==> config.mk <==
export PLATFORM = sky130hd
export DESIGN_NAME = hw_sensor_arbiter_flat
export DESIGN_NICKNAME = d
export VERILOG_FILES = /design/src/rtl/hw_sensor_arb_pkg.sv /design/src/rtl/hw_sensor_arbiter_if.sv /design/src/rtl/hw_sensor_arbiter_rr_pick.sv /design/src/rtl/hw_sensor_arbiter.sv /design/src/flat_wrapper.sv
export SDC_FILE = /design/constraint.sdc
export NUM_CORES = 1
export LEC_CHECK = 0
export BUFFER_PORTS_ARGS = -buffer_cell sky130_fd_sc_hd__buf_2
export CAP_MARGIN = 0
export CORE_AREA = 2 2 78 80
export CTS_BUF_LIST = sky130_fd_sc_hd__clkbuf_4
export CTS_CLUSTER_DIAMETER = 60
export CTS_CLUSTER_SIZE = 8
export DETAILED_ROUTE_END_ITERATION = 12
export DIE_AREA = 0 0 80 82
export PLACE_DENSITY = 0.68
export SLEW_MARGIN = 0
export SYNTH_ARGS = -nofsm -noshare
export SYNTH_HDL_FRONTEND = slang
export SYNTH_HIERARCHICAL = 1
export SYNTH_SLANG_ARGS = --single-unit
==> constraint.sdc <==
create_clock -name clk -period 2 [get_ports clk]
set_input_delay 0.4 -clock clk [delete_from_list [all_inputs] [get_ports clk]]
set_output_delay 0.4 -clock clk [all_outputs]
set_load 0.01 [all_outputs]
==> src/rtl/hw_sensor_arb_pkg.sv <==
// Shared types and helpers for the sensor stream arbiter.
package hw_sensor_arb_pkg;

    typedef enum logic [1:0] {
        IDLE,
        CMD,
        RSP
    } arb_state_e;

    localparam int DROP_CNT_W = 16;

    // Width of a requester index; a single requester still needs one bit.
    function automatic int grant_width(input int num_req);
        return (num_req > 1) ? $clog2(num_req) : 1;
    endfunction

endpackage

==> src/rtl/hw_sensor_arbiter_if.sv <==
// Sensor-side command/response stream pair shared by all requesters.
interface hw_sensor_arbiter_if #(
    parameter int P_DATA_WIDTH = 32
);

    logic                    command_valid;
    logic                    command_ready;
    logic [P_DATA_WIDTH-1:0] command_data;
    logic                    command_startofpacket;
    logic                    command_endofpacket;

    logic                    response_valid;
    logic                    response_ready;
    logic [P_DATA_WIDTH-1:0] response_data;
    logic                    response_startofpacket;
    logic                    response_endofpacket;

    modport master (
        output command_valid, command_data, command_startofpacket, command_endofpacket,
        input  command_ready,
        input  response_valid, response_data, response_startofpacket, response_endofpacket,
        output response_ready
    );

    modport slave (
        input  command_valid, command_data, command_startofpacket, command_endofpacket,
        output command_ready,
        output response_valid, response_data, response_startofpacket, response_endofpacket,
        input  response_ready
    );

endinterface

==> src/rtl/hw_sensor_arbiter_rr_pick.sv <==
// Combinational round-robin picker: first requester at or after ptr, cyclically upward.
module hw_rr_pick
    import hw_sensor_arb_pkg::*;
#(
    parameter int P_NUM_REQ = 2,
    localparam int GW = grant_width(P_NUM_REQ)
) (
    input  logic [P_NUM_REQ-1:0] req,
    input  logic [GW-1:0]        ptr,
    output logic [GW-1:0]        grant,
    output logic                 any_req
);

    // Walk the offsets from farthest to nearest so the nearest hit wins.
    always_comb begin
        grant = '0;
        for (int i = P_NUM_REQ - 1; i >= 0; i--) begin
            if (req[(int'(ptr) + i) % P_NUM_REQ]) begin
                grant = GW'((int'(ptr) + i) % P_NUM_REQ);
            end
        end
    end

    assign any_req = |req;

endmodule

==> src/rtl/hw_sensor_arbiter.sv <==
// Packet-locked round-robin arbiter for the shared sensor command/response streams.
// Optional response watchdog and stray-beat drop counter: HW_SENSOR_ARB_TIMEOUT_EN.
module hw_sensor_arbiter
    import hw_sensor_arb_pkg::*;
#(
    parameter int P_NUM_REQ     = 2,
    parameter int P_DATA_WIDTH  = 32,
    parameter int P_RSP_TIMEOUT = 4096,
    localparam int GW = grant_width(P_NUM_REQ)
) (
    input  logic                              clk,
    input  logic                              reset,

    input  logic [P_NUM_REQ-1:0]              req_cmd_valid_i,
    input  logic [P_NUM_REQ-1:0]              req_cmd_startofpacket_i,
    input  logic [P_NUM_REQ-1:0]              req_cmd_endofpacket_i,
    input  logic [P_NUM_REQ*P_DATA_WIDTH-1:0] req_cmd_data_i,
    output logic [P_NUM_REQ-1:0]              req_cmd_ready_o,

    output logic [P_NUM_REQ-1:0]              req_rsp_valid_o,
    output logic [P_NUM_REQ-1:0]              req_rsp_startofpacket_o,
    output logic [P_NUM_REQ-1:0]              req_rsp_endofpacket_o,
    output logic [P_DATA_WIDTH-1:0]           req_rsp_data_o,
    input  logic [P_NUM_REQ-1:0]              req_rsp_ready_i,

    hw_sensor_arbiter_if.master               sensor,

    output logic [GW-1:0]                     grant_o,
    output logic                              busy_o,
    output logic                              timeout_o,
    output logic [DROP_CNT_W-1:0]             drop_count_o
);

    arb_state_e state_q, state_d;
    logic [GW-1:0] grant_q, grant_d;
    logic [GW-1:0] rr_ptr_q, rr_ptr_d;
    logic [GW-1:0] pick_grant;
    logic [GW-1:0] next_ptr;
    logic          any_req;
    logic          cmd_accept;
    logic          rsp_accept;
    logic          wdog_expire;

    logic [P_DATA_WIDTH-1:0] cmd_data_lane [P_NUM_REQ];

    for (genvar i = 0; i < P_NUM_REQ; i++) begin : g_lane
        assign cmd_data_lane[i] = req_cmd_data_i[i*P_DATA_WIDTH +: P_DATA_WIDTH];
    end

    hw_rr_pick #(
        .P_NUM_REQ (P_NUM_REQ)
    ) u_pick (
        .req     (req_cmd_valid_i),
        .ptr     (rr_ptr_q),
        .grant   (pick_grant),
        .any_req (any_req)
    );

    assign cmd_accept = (state_q == CMD) && req_cmd_valid_i[grant_q] && sensor.command_ready;
    assign rsp_accept = (state_q == RSP) && sensor.response_valid && req_rsp_ready_i[grant_q];
    assign next_ptr   = (grant_q == GW'(P_NUM_REQ - 1)) ? '0 : grant_q + 1'b1;

    always_ff @(posedge clk or negedge reset) begin
        if (!reset) begin
            state_q  <= IDLE;
            grant_q  <= '0;
            rr_ptr_q <= '0;
        end else begin
            state_q  <= state_d;
            grant_q  <= grant_d;
            rr_ptr_q <= rr_ptr_d;
        end
    end

    // Ownership runs from the command SOP to the response EOP (or a watchdog expiry).
    always_comb begin
        state_d  = state_q;
        grant_d  = grant_q;
        rr_ptr_d = rr_ptr_q;

        req_cmd_ready_o         = '0;
        req_rsp_valid_o         = '0;
        req_rsp_startofpacket_o = '0;
        req_rsp_endofpacket_o   = '0;

        sensor.command_valid         = 1'b0;
        sensor.command_data          = '0;
        sensor.command_startofpacket = 1'b0;
        sensor.command_endofpacket   = 1'b0;
        sensor.response_ready        = 1'b0;

        unique case (state_q)
            IDLE: begin
                if (any_req) begin
                    grant_d = pick_grant;
                    state_d = CMD;
                end
            end
            CMD: begin
                sensor.command_valid         = req_cmd_valid_i[grant_q];
                sensor.command_data          = cmd_data_lane[grant_q];
                sensor.command_startofpacket = req_cmd_startofpacket_i[grant_q];
                sensor.command_endofpacket   = req_cmd_endofpacket_i[grant_q];
                req_cmd_ready_o[grant_q]     = sensor.command_ready;
                if (cmd_accept && req_cmd_endofpacket_i[grant_q]) begin
                    state_d = RSP;
                end
            end
            RSP: begin
                req_rsp_valid_o[grant_q]         = sensor.response_valid;
                req_rsp_startofpacket_o[grant_q] = sensor.response_startofpacket;
                req_rsp_endofpacket_o[grant_q]   = sensor.response_endofpacket;
                sensor.response_ready            = req_rsp_ready_i[grant_q];
                if ((rsp_accept && sensor.response_endofpacket) || wdog_expire) begin
                    state_d  = IDLE;
                    rr_ptr_d = next_ptr;
                end
            end
            default: state_d = IDLE;
        endcase

`ifdef HW_SENSOR_ARB_TIMEOUT_EN
        // Outside RSP, stray responses are swallowed instead of stalling the sensor.
        if (state_q != RSP) begin
            sensor.response_ready = reset;
        end
`endif
    end

    assign req_rsp_data_o = sensor.response_data;
    assign grant_o        = grant_q;
    assign busy_o         = (state_q != IDLE);

`ifdef HW_SENSOR_ARB_TIMEOUT_EN
    localparam int WDW = $clog2(P_RSP_TIMEOUT + 1);

    logic [WDW-1:0]        wdog_q;
    logic [DROP_CNT_W-1:0] drop_q;

    // Holding the counter at zero outside RSP gives a clean start on every RSP entry.
    always_ff @(posedge clk or negedge reset) begin
        if (!reset) begin
            wdog_q <= '0;
            drop_q <= '0;
        end else begin
            if ((state_q != RSP) || rsp_accept) begin
                wdog_q <= '0;
            end else begin
                wdog_q <= wdog_q + 1'b1;
            end
            if ((state_q != RSP) && sensor.response_valid && (drop_q != '1)) begin
                drop_q <= drop_q + 1'b1;
            end
        end
    end

    assign wdog_expire  = (state_q == RSP) && !rsp_accept && (wdog_q == WDW'(P_RSP_TIMEOUT - 1));
    assign timeout_o    = wdog_expire;
    assign drop_count_o = drop_q;
`else
    logic unused_timeout_cfg;

    assign unused_timeout_cfg = (P_RSP_TIMEOUT > 1);
    assign wdog_expire        = 1'b0;
    assign timeout_o          = 1'b0;
    assign drop_count_o       = '0;
`endif

endmodule
==> src/flat_wrapper.sv <==
// flat-port wrapper written by rule: the top's interface ports become plain ports
module hw_sensor_arbiter_flat import hw_sensor_arb_pkg::*;
#(
    parameter int P_NUM_REQ     = 2,
    parameter int P_DATA_WIDTH  = 32,
    parameter int P_RSP_TIMEOUT = 4096,
    localparam int GW = grant_width(P_NUM_REQ)
)
  (clk, reset, req_cmd_valid_i, req_cmd_startofpacket_i, req_cmd_endofpacket_i, req_cmd_data_i, req_cmd_ready_o, req_rsp_valid_o, req_rsp_startofpacket_o, req_rsp_endofpacket_o, req_rsp_data_o, req_rsp_ready_i, grant_o, busy_o, timeout_o, drop_count_o, sensor_command_valid, sensor_command_data, sensor_command_startofpacket, sensor_command_endofpacket, sensor_command_ready, sensor_response_valid, sensor_response_data, sensor_response_startofpacket, sensor_response_endofpacket, sensor_response_ready);
  hw_sensor_arbiter_if #(.P_DATA_WIDTH(P_DATA_WIDTH)) sensor_i ();
  input  logic clk;
  input  logic reset;
  input  logic [P_NUM_REQ-1:0] req_cmd_valid_i;
  input  logic [P_NUM_REQ-1:0] req_cmd_startofpacket_i;
  input  logic [P_NUM_REQ-1:0] req_cmd_endofpacket_i;
  input  logic [P_NUM_REQ*P_DATA_WIDTH-1:0] req_cmd_data_i;
  output logic [P_NUM_REQ-1:0] req_cmd_ready_o;
  output logic [P_NUM_REQ-1:0] req_rsp_valid_o;
  output logic [P_NUM_REQ-1:0] req_rsp_startofpacket_o;
  output logic [P_NUM_REQ-1:0] req_rsp_endofpacket_o;
  output logic [P_DATA_WIDTH-1:0] req_rsp_data_o;
  input  logic [P_NUM_REQ-1:0] req_rsp_ready_i;
  output logic [GW-1:0] grant_o;
  output logic busy_o;
  output logic timeout_o;
  output logic [DROP_CNT_W-1:0] drop_count_o;
  output wire logic [$bits(sensor_i.command_valid)-1:0] sensor_command_valid;
  output wire logic [$bits(sensor_i.command_data)-1:0] sensor_command_data;
  output wire logic [$bits(sensor_i.command_startofpacket)-1:0] sensor_command_startofpacket;
  output wire logic [$bits(sensor_i.command_endofpacket)-1:0] sensor_command_endofpacket;
  input wire logic [$bits(sensor_i.command_ready)-1:0] sensor_command_ready;
  input wire logic [$bits(sensor_i.response_valid)-1:0] sensor_response_valid;
  input wire logic [$bits(sensor_i.response_data)-1:0] sensor_response_data;
  input wire logic [$bits(sensor_i.response_startofpacket)-1:0] sensor_response_startofpacket;
  input wire logic [$bits(sensor_i.response_endofpacket)-1:0] sensor_response_endofpacket;
  output wire logic [$bits(sensor_i.response_ready)-1:0] sensor_response_ready;
  assign sensor_command_valid = sensor_i.command_valid;
  assign sensor_command_data = sensor_i.command_data;
  assign sensor_command_startofpacket = sensor_i.command_startofpacket;
  assign sensor_command_endofpacket = sensor_i.command_endofpacket;
  assign sensor_i.command_ready = sensor_command_ready;
  assign sensor_i.response_valid = sensor_response_valid;
  assign sensor_i.response_data = sensor_response_data;
  assign sensor_i.response_startofpacket = sensor_response_startofpacket;
  assign sensor_i.response_endofpacket = sensor_response_endofpacket;
  assign sensor_response_ready = sensor_i.response_ready;
  hw_sensor_arbiter #(.P_NUM_REQ(P_NUM_REQ), .P_DATA_WIDTH(P_DATA_WIDTH), .P_RSP_TIMEOUT(P_RSP_TIMEOUT)) u_core (.clk(clk), .reset(reset), .req_cmd_valid_i(req_cmd_valid_i), .req_cmd_startofpacket_i(req_cmd_startofpacket_i), .req_cmd_endofpacket_i(req_cmd_endofpacket_i), .req_cmd_data_i(req_cmd_data_i), .req_cmd_ready_o(req_cmd_ready_o), .req_rsp_valid_o(req_rsp_valid_o), .req_rsp_startofpacket_o(req_rsp_startofpacket_o), .req_rsp_endofpacket_o(req_rsp_endofpacket_o), .req_rsp_data_o(req_rsp_data_o), .req_rsp_ready_i(req_rsp_ready_i), .sensor(sensor_i), .grant_o(grant_o), .busy_o(busy_o), .timeout_o(timeout_o), .drop_count_o(drop_count_o));
endmodule
==> results.sh, run 1 <==
export IMPL_cts_setup_buffers=0
export IMPL_fmax_mhz=550
export IMPL_p_per_area_nw_per_um2=1080
export IMPL_preCtsSetupSlack_ns=0.389
export IMPL_stdcell_area_sq_um=1650
export IMPL_dpl_hpwl_mm=2.96
export IMPL_ys_warnings_count=6
export IMPL_fp_dieH_microns=82
export IMPL_irDropWorstVdd_mv=0.603
export IMPL_drc=0
export IMPL_gp_congestion=0.666
export IMPL_numCtsBuffers=3
export IMPL_p_seq_frac=0.089
export IMPL_finalPower_mw=1.78
export IMPL_drive_above_1_share=0.527
export IMPL_grt_pass1_wl_mm=4.94
export IMPL_grt_antenna_before_repair=0
export IMPL_clock_latency_ns=0.24
export IMPL_critical_path_class="register to primary output"
export IMPL_drtAntennaViolNets=0
export IMPL_htree_num_levels=1
export IMPL_vias=1322
export IMPL_rr_endpoint="u_core/state_q[0]$_DFFE_PN0P_"
export IMPL_final_nets=367
export IMPL_cp_data_arrival_time_ns=1.42
export IMPL_cts_tree="done"
export IMPL_register_area_sq_um=101
export IMPL_firstDrtPassIters=2
export IMPL_ys_ff_latch=4
export IMPL_required_ns=1.60
export IMPL_grt_pass1_vias=1147
export IMPL_clockBufferDepth=2
export IMPL_r2r_slack_ns=0.63
export IMPL_synthToLayoutAreaGrowth_pct=35.7
export IMPL_setup_tns_ns=0
export IMPL_cp_max_fo=26
export IMPL_initial_core_util=0.212
export IMPL_drtIter0Drc=12
export IMPL_multi_input_area_sq_um=733
export IMPL_avgViaCountPerCell=3.99
export IMPL_dieWidth_microns=80
export IMPL_cts_sinks=4
export IMPL_crit_path_end_kind="primary output"
export IMPL_row_count=28
export IMPL_numPortBuffers=123
export IMPL_fin_cells=331
export IMPL_diodes=0
export IMPL_grt_usage=0.0926
export IMPL_worst_slack_ns=0.182
export IMPL_outcome="complete, no violations"
export IMPL_min_path_type="input pin to async pin"
export IMPL_synth_cells=167
export IMPL_wirelength_mm=3.43
export IMPL_root_buffer="clkbuf_4"
export IMPL_period_minus_slack_ns=1.82
export IMPL_synth_area_sq_um=1220
export IMPL_yosysUniqueCellTypes=23
export IMPL_p_sw_mw=0.901
export IMPL_rr_startpoint="u_core/state_q[1]$_DFFE_PN0P_"
export IMPL_slew_viol_final=0
export IMPL_placed_cell_area_sq_um=1610
export IMPL_wire_per_inst_microns=10.4
export IMPL_clkPwrFrac=0.070
export IMPL_dieArea_sq_um=6560
export IMPL_skew_ns=0.00840
export IMPL_rsz0062_at_grt="no"
export IMPL_overflow=0
export IMPL_core_sq_um=5750
export IMPL_avgSynthCellArea_sq_um=7.28
export IMPL_switching_share=0.506
export IMPL_min_period_over_period=0.909
export IMPL_reg2regPathDepth=4
export IMPL_finalHoldViolations=0
export IMPL_yosysSeqAreaShare=0.0823
export IMPL_drv_cap=0
export IMPL_p_comb_frac=0.841
export IMPL_p_int_mw=0.881
export IMPL_place_inst=326
export IMPL_p_leak_nw=0.958
export IMPL_n_fill_cell=639
export IMPL_pin_count=205
export IMPL_setup_viol=0
export IMPL_cp_start_kind="register"
export IMPL_clk_pin_slew_worst_paths_ns=0.04
export IMPL_grt_start_max_net_pins=27
synth_stat cells:
cell      instances  area, sq um
inv_1             3         11.3
or2_1             1         6.26
buf_4            53          398
nor3_1            2         10.0
mux2_2            1         11.3
buf_6             1         11.3
dfrtp_1           4          100
and3_1            3         18.8
nor4_2            1         12.5
and4b_1           1         10.0
conb_1            1         3.75
nor3b_1           1         7.51
buf_2             5         25.0
nand2_1           6         22.5
a21oi_1           1         5.00
nor2_1           39          146
mux2i_1          36          360
a21boi_1          1         7.51
nand2b_1          2         12.5
a41oi_1           1         8.76
o21ai_0           1         5.00
a41o_1            1         10.0
nor2b_1           2         12.5
metrics by stage:
step                 util  hold slack (ns)
detailed placement  0.280            0.213
global placement    0.280            0.209
floorplan               -            0.104
global route        0.287            0.503
finish              0.287            0.502
CTS                 0.287            0.480
logic make-up (layout without fill, tap and decap cells):
logic type             count (synthesis)  count (layout)  share of synthesized area
AOI/OAI and AO/OA                      5               5                     0.0298
muxes                                 37              37                      0.306
DFF                                    4               4                     0.0823
buffers and inverters                 62             135                      0.366
and+or+nand+nor                       58              58                      0.213
other                                  1              17                    0.00308
final cells by class:
| type | instances | area share |
|---|---|---|
| repair buffers | 128 | 0.412 |
| well taps | 75 | 0.0569 |
| clock buffers | 4 | 0.0182 |
| multi-input cells | 117 | 0.444 |
| inverters | 3 | 0.00682 |
| flip-flops and latches | 4 | 0.0614 |
flip-flops by register name, summed over array words and instances, names as in the netlist:
signal / cells
u_core/state_q: 2
u_core/rr_ptr_q: 1
u_core/grant_o: 1
worst max-delay path: stages (launching register included):
cell and delay (ns):
dfrtp_1 0.41, nand2b_1 0.17, buf_4 0.22, nor3b_1 0.22, buf_2 0.16
timing repair:
| action | in CTS | in global routing |
|---|---|---|
| endpoints found under the hold margin | 4 | 0 |
| gates resized for setup | 0 | 1 |
| endpoints found under the setup margin | 0 | 3 |
| hold buffers | 1 | 0 |
layout by cell type (no fill, tap or decap):
cell type / count
o21ai_0: 1
a21boi_1: 1
a41o_1: 1
buf_12: 2
nand2b_1: 2
nor2_1: 39
a21oi_1: 1
buf_4: 2
nor4_2: 1
nor3b_1: 1
and3_1: 3
and4b_1: 1
conb_1: 17
or2_1: 1
a41oi_1: 1
nor2b_2: 1
nand2_1: 6
dfrtp_1: 3
clkbuf_4: 4
dlygate4sd3_1: 1
mux2_2: 1
mux2i_1: 36
nor3_1: 2
dfrtp_2: 1
buf_2: 123
inv_1: 3
nor2b_1: 1
per-layer routing:
layer | part of all wire | GRT usage
met5 | 0 | 0
met1 | 0.32 | 0.0815
met2 | 0.53 | 0.188
met4 | 0.024 | 0.0492
met3 | 0.12 | 0.0264
how the worst max path moves through the flow:
stage | start | end
2_1_floorplan | u_core/grant_o$_DFFE_PN0P_ | req_cmd_ready_o[0]
3_3_place_gp | u_core/state_q[1]$_DFFE_PN0P_ | req_cmd_ready_o[0]
3_5_place_dp | u_core/state_q[1]$_DFFE_PN0P_ | req_cmd_ready_o[0]
4_1_cts | u_core/state_q[1]$_DFFE_PN0P_ | req_cmd_ready_o[0]
5_1_grt | u_core/state_q[1]$_DFFE_PN0P_ | req_cmd_ready_o[0]
6_report | u_core/state_q[1]$_DFFE_PN0P_ | req_cmd_ready_o[0]
power by group through the flow:
stage / Combinational (mW) / Clock (mW) / Sequential [mW]
after floorplan: 1.07 / 0 / 0.132
after global placement: 1.50 / 0 / 0.154
after detailed placement: 1.53 / 0 / 0.158
after CTS: 1.53 / 0.131 / 0.158
after global routing: 1.65 / 0.136 / 0.167
final: 1.50 / 0.124 / 0.159
Power figures use the tool's default switching activity.
==> run 2, diff against run 1 <==
Settings changed: CORE_AREA 2 2 78 80 to 2 2 79 81, DIE_AREA 0 0 80 82 to 0 0 81 83, PLACE_DENSITY 0.68 to 0.67.
Clock period 2 ns to 1.7 ns, I/O delays scaled along.
==> results.sh, run 2 (synthesis results as in run 1) <==
export IMPL_outcome="complete, no violations"
export IMPL_cp_data_arrival_time_ns=1.32
export IMPL_diodes=0
export IMPL_drc=0
export IMPL_stdcell_area_sq_um=1680
export IMPL_final_nets=369
export IMPL_critical_path_class="register to primary output"
export IMPL_core_sq_um=5820
export IMPL_grt_pass1_wl_mm=4.99
export IMPL_root_buffer="clkbuf_4"
export IMPL_row_count=28
export IMPL_pin_count=205
export IMPL_firstDrtPassIters=4
export IMPL_drive_above_1_share=0.547
export IMPL_path_delay_family="flip-flops"
export IMPL_required_ns=1.36
export IMPL_p_per_area_nw_per_um2=1270
export IMPL_setup_viol=0
export IMPL_grt_antenna_before_repair=0
export IMPL_numPortBuffers=123
export IMPL_min_path_type="input pin to async pin"
export IMPL_slew_viol_final=0
export IMPL_cts_tree="done"
export IMPL_cp_start_kind="register"
export IMPL_period_minus_slack_ns=1.66
export IMPL_cts_sinks=4
export IMPL_vias=1325
export IMPL_p_leak_nw=0.966
export IMPL_clockBufferDepth=2
export IMPL_largest_reg_flops=2
export IMPL_placed_cell_area_sq_um=1610
export IMPL_slowest_stage="dfrtp_2"
export IMPL_avgViaCountPerCell=3.98
export IMPL_dieArea_sq_um=6720
export IMPL_grt_pass1_vias=1227
export IMPL_register_area_sq_um=104
export IMPL_path_cells="buf_12 -> mux2i_4 -> nor2_1 -> buf_2"
export IMPL_initial_core_util=0.209
export IMPL_clk_pin_slew_worst_paths_ns=0.04
export IMPL_synthToLayoutAreaGrowth_pct=38.2
export IMPL_final_common_cell="buf_2"
export IMPL_max_stage_delay_ns=0.38
export IMPL_min_period_over_period=0.975
export IMPL_drtIter0Drc=12
export IMPL_wirelength_mm=3.37
export IMPL_grt_usage=0.0887
export IMPL_worst_path_buf_inv=2
export IMPL_layout_common_cells="123 x buf_2, 39 x nor2_1, 34 x mux2i_1"
export IMPL_crit_path_end_kind="primary output"
export IMPL_clock_latency_ns=0.23
export IMPL_top_register="u_core/state_q"
export IMPL_dieWidth_microns=81
export IMPL_grt_start_max_net_pins=34
export IMPL_finalPower_mw=2.13
export IMPL_drv_cap=0
export IMPL_irDropWorstVdd_mv=0.753
export IMPL_wire_per_inst_microns=10.1
export IMPL_finalHoldViolations=0
export IMPL_cp_max_fo=33
export IMPL_fp_dieH_microns=83
export IMPL_htree_num_levels=1
export IMPL_gp_congestion=0.705
export IMPL_overflow=0
export IMPL_n_fill_cell=642
export IMPL_rsz0062_at_grt="yes"
export IMPL_numCtsBuffers=3
export IMPL_fmax_mhz=603
export IMPL_drtAntennaViolNets=0
export IMPL_skew_ns=0.00457
export IMPL_multi_input_area_sq_um=754
export IMPL_dpl_hpwl_mm=2.86
[run 2: changes by cell type in the layout (fill, tap and decap cells not counted), sizes merged]
cell  change
buf       +2
[run 2: final timing paths]
kind	from	to	slack, ns	depth (start not counted)
max reg2reg	u_core/grant_o$_DFFE_PN0P_	u_core/state_q[0]$_DFFE_PN0P_	0.28	5
min reg2reg	u_core/state_q[1]$_DFFE_PN0P_	u_core/state_q[0]$_DFFE_PN0P_	0.50	1
min	reset	u_core/state_q[0]$_DFFE_PN0P_	0.45	2
max	u_core/grant_o$_DFFE_PN0P_	sensor_command_endofpacket	0.04	4
min in group clk	req_rsp_ready_i[0]	u_core/rr_ptr_q$_DFFE_PN0P_	0.45	3
max in group asynchronous	reset	u_core/state_q[1]$_DFFE_PN0P_	1.11	2
[run 2: power breakdown]
part / switching, mW / leakage [nW] / internal (mW)
Combinational: 0.983 / 0.900 / 0.832
Clock: 0.0369 / 0.0184 / 0.104
Sequential: 0.0457 / 0.0469 / 0.129
Total: 1.07 / 0.966 / 1.07
[run 2: cell type report]
class,instances,share of cell area
clock buffer,4,0.0179
inverter,3,0.00670
multi-input combinational,117,0.449
sequential,4,0.0618
tap,75,0.0558
timing repair buffer,130,0.409
[run 2: stage by stage]
step / std cells / setup WS [ns] / TNS [ns] / hold slack, ns / util
2_1_floorplan: 183 / 0.297 / 0 / 0.0444 / -
3_3_place_gp: 328 / 0.248 / 0 / 0.153 / 0.277
3_5_place_dp: 328 / 0.248 / 0 / 0.151 / 0.277
4_1_cts: 333 / 0.00103 / 0 / 0.437 / 0.286
5_1_grt: 333 / -0.0297 / -0.161 / 0.445 / 0.289
6_report: 333 / 0.0422 / 0 / 0.449 / 0.289
[run 2: timing repair]
item,4_1_cts,5_1_grt
hold buffers,1,0
gates resized for setup,2,5
buffers inserted,0,0
pin swaps,0,2
setup endpoints to repair,1,35
hold endpoints to repair,4,0
[run 2: per-layer routing]
layer | part of all wire | global-route usage
met1 | 0.34 | 0.0776
met2 | 0.53 | 0.183
met3 | 0.11 | 0.0109
met4 | 0.019 | 0.0478
met5 | 0 | 0
[run 2: worst register-to-register path, cell delays in order, from the launching register on]
cell,delay (ns)
dfrtp_2,0.42
buf_12,0.18
mux2i_4,0.22
buf_4,0.14
nor4_2,0.24
nor3_1,0.09
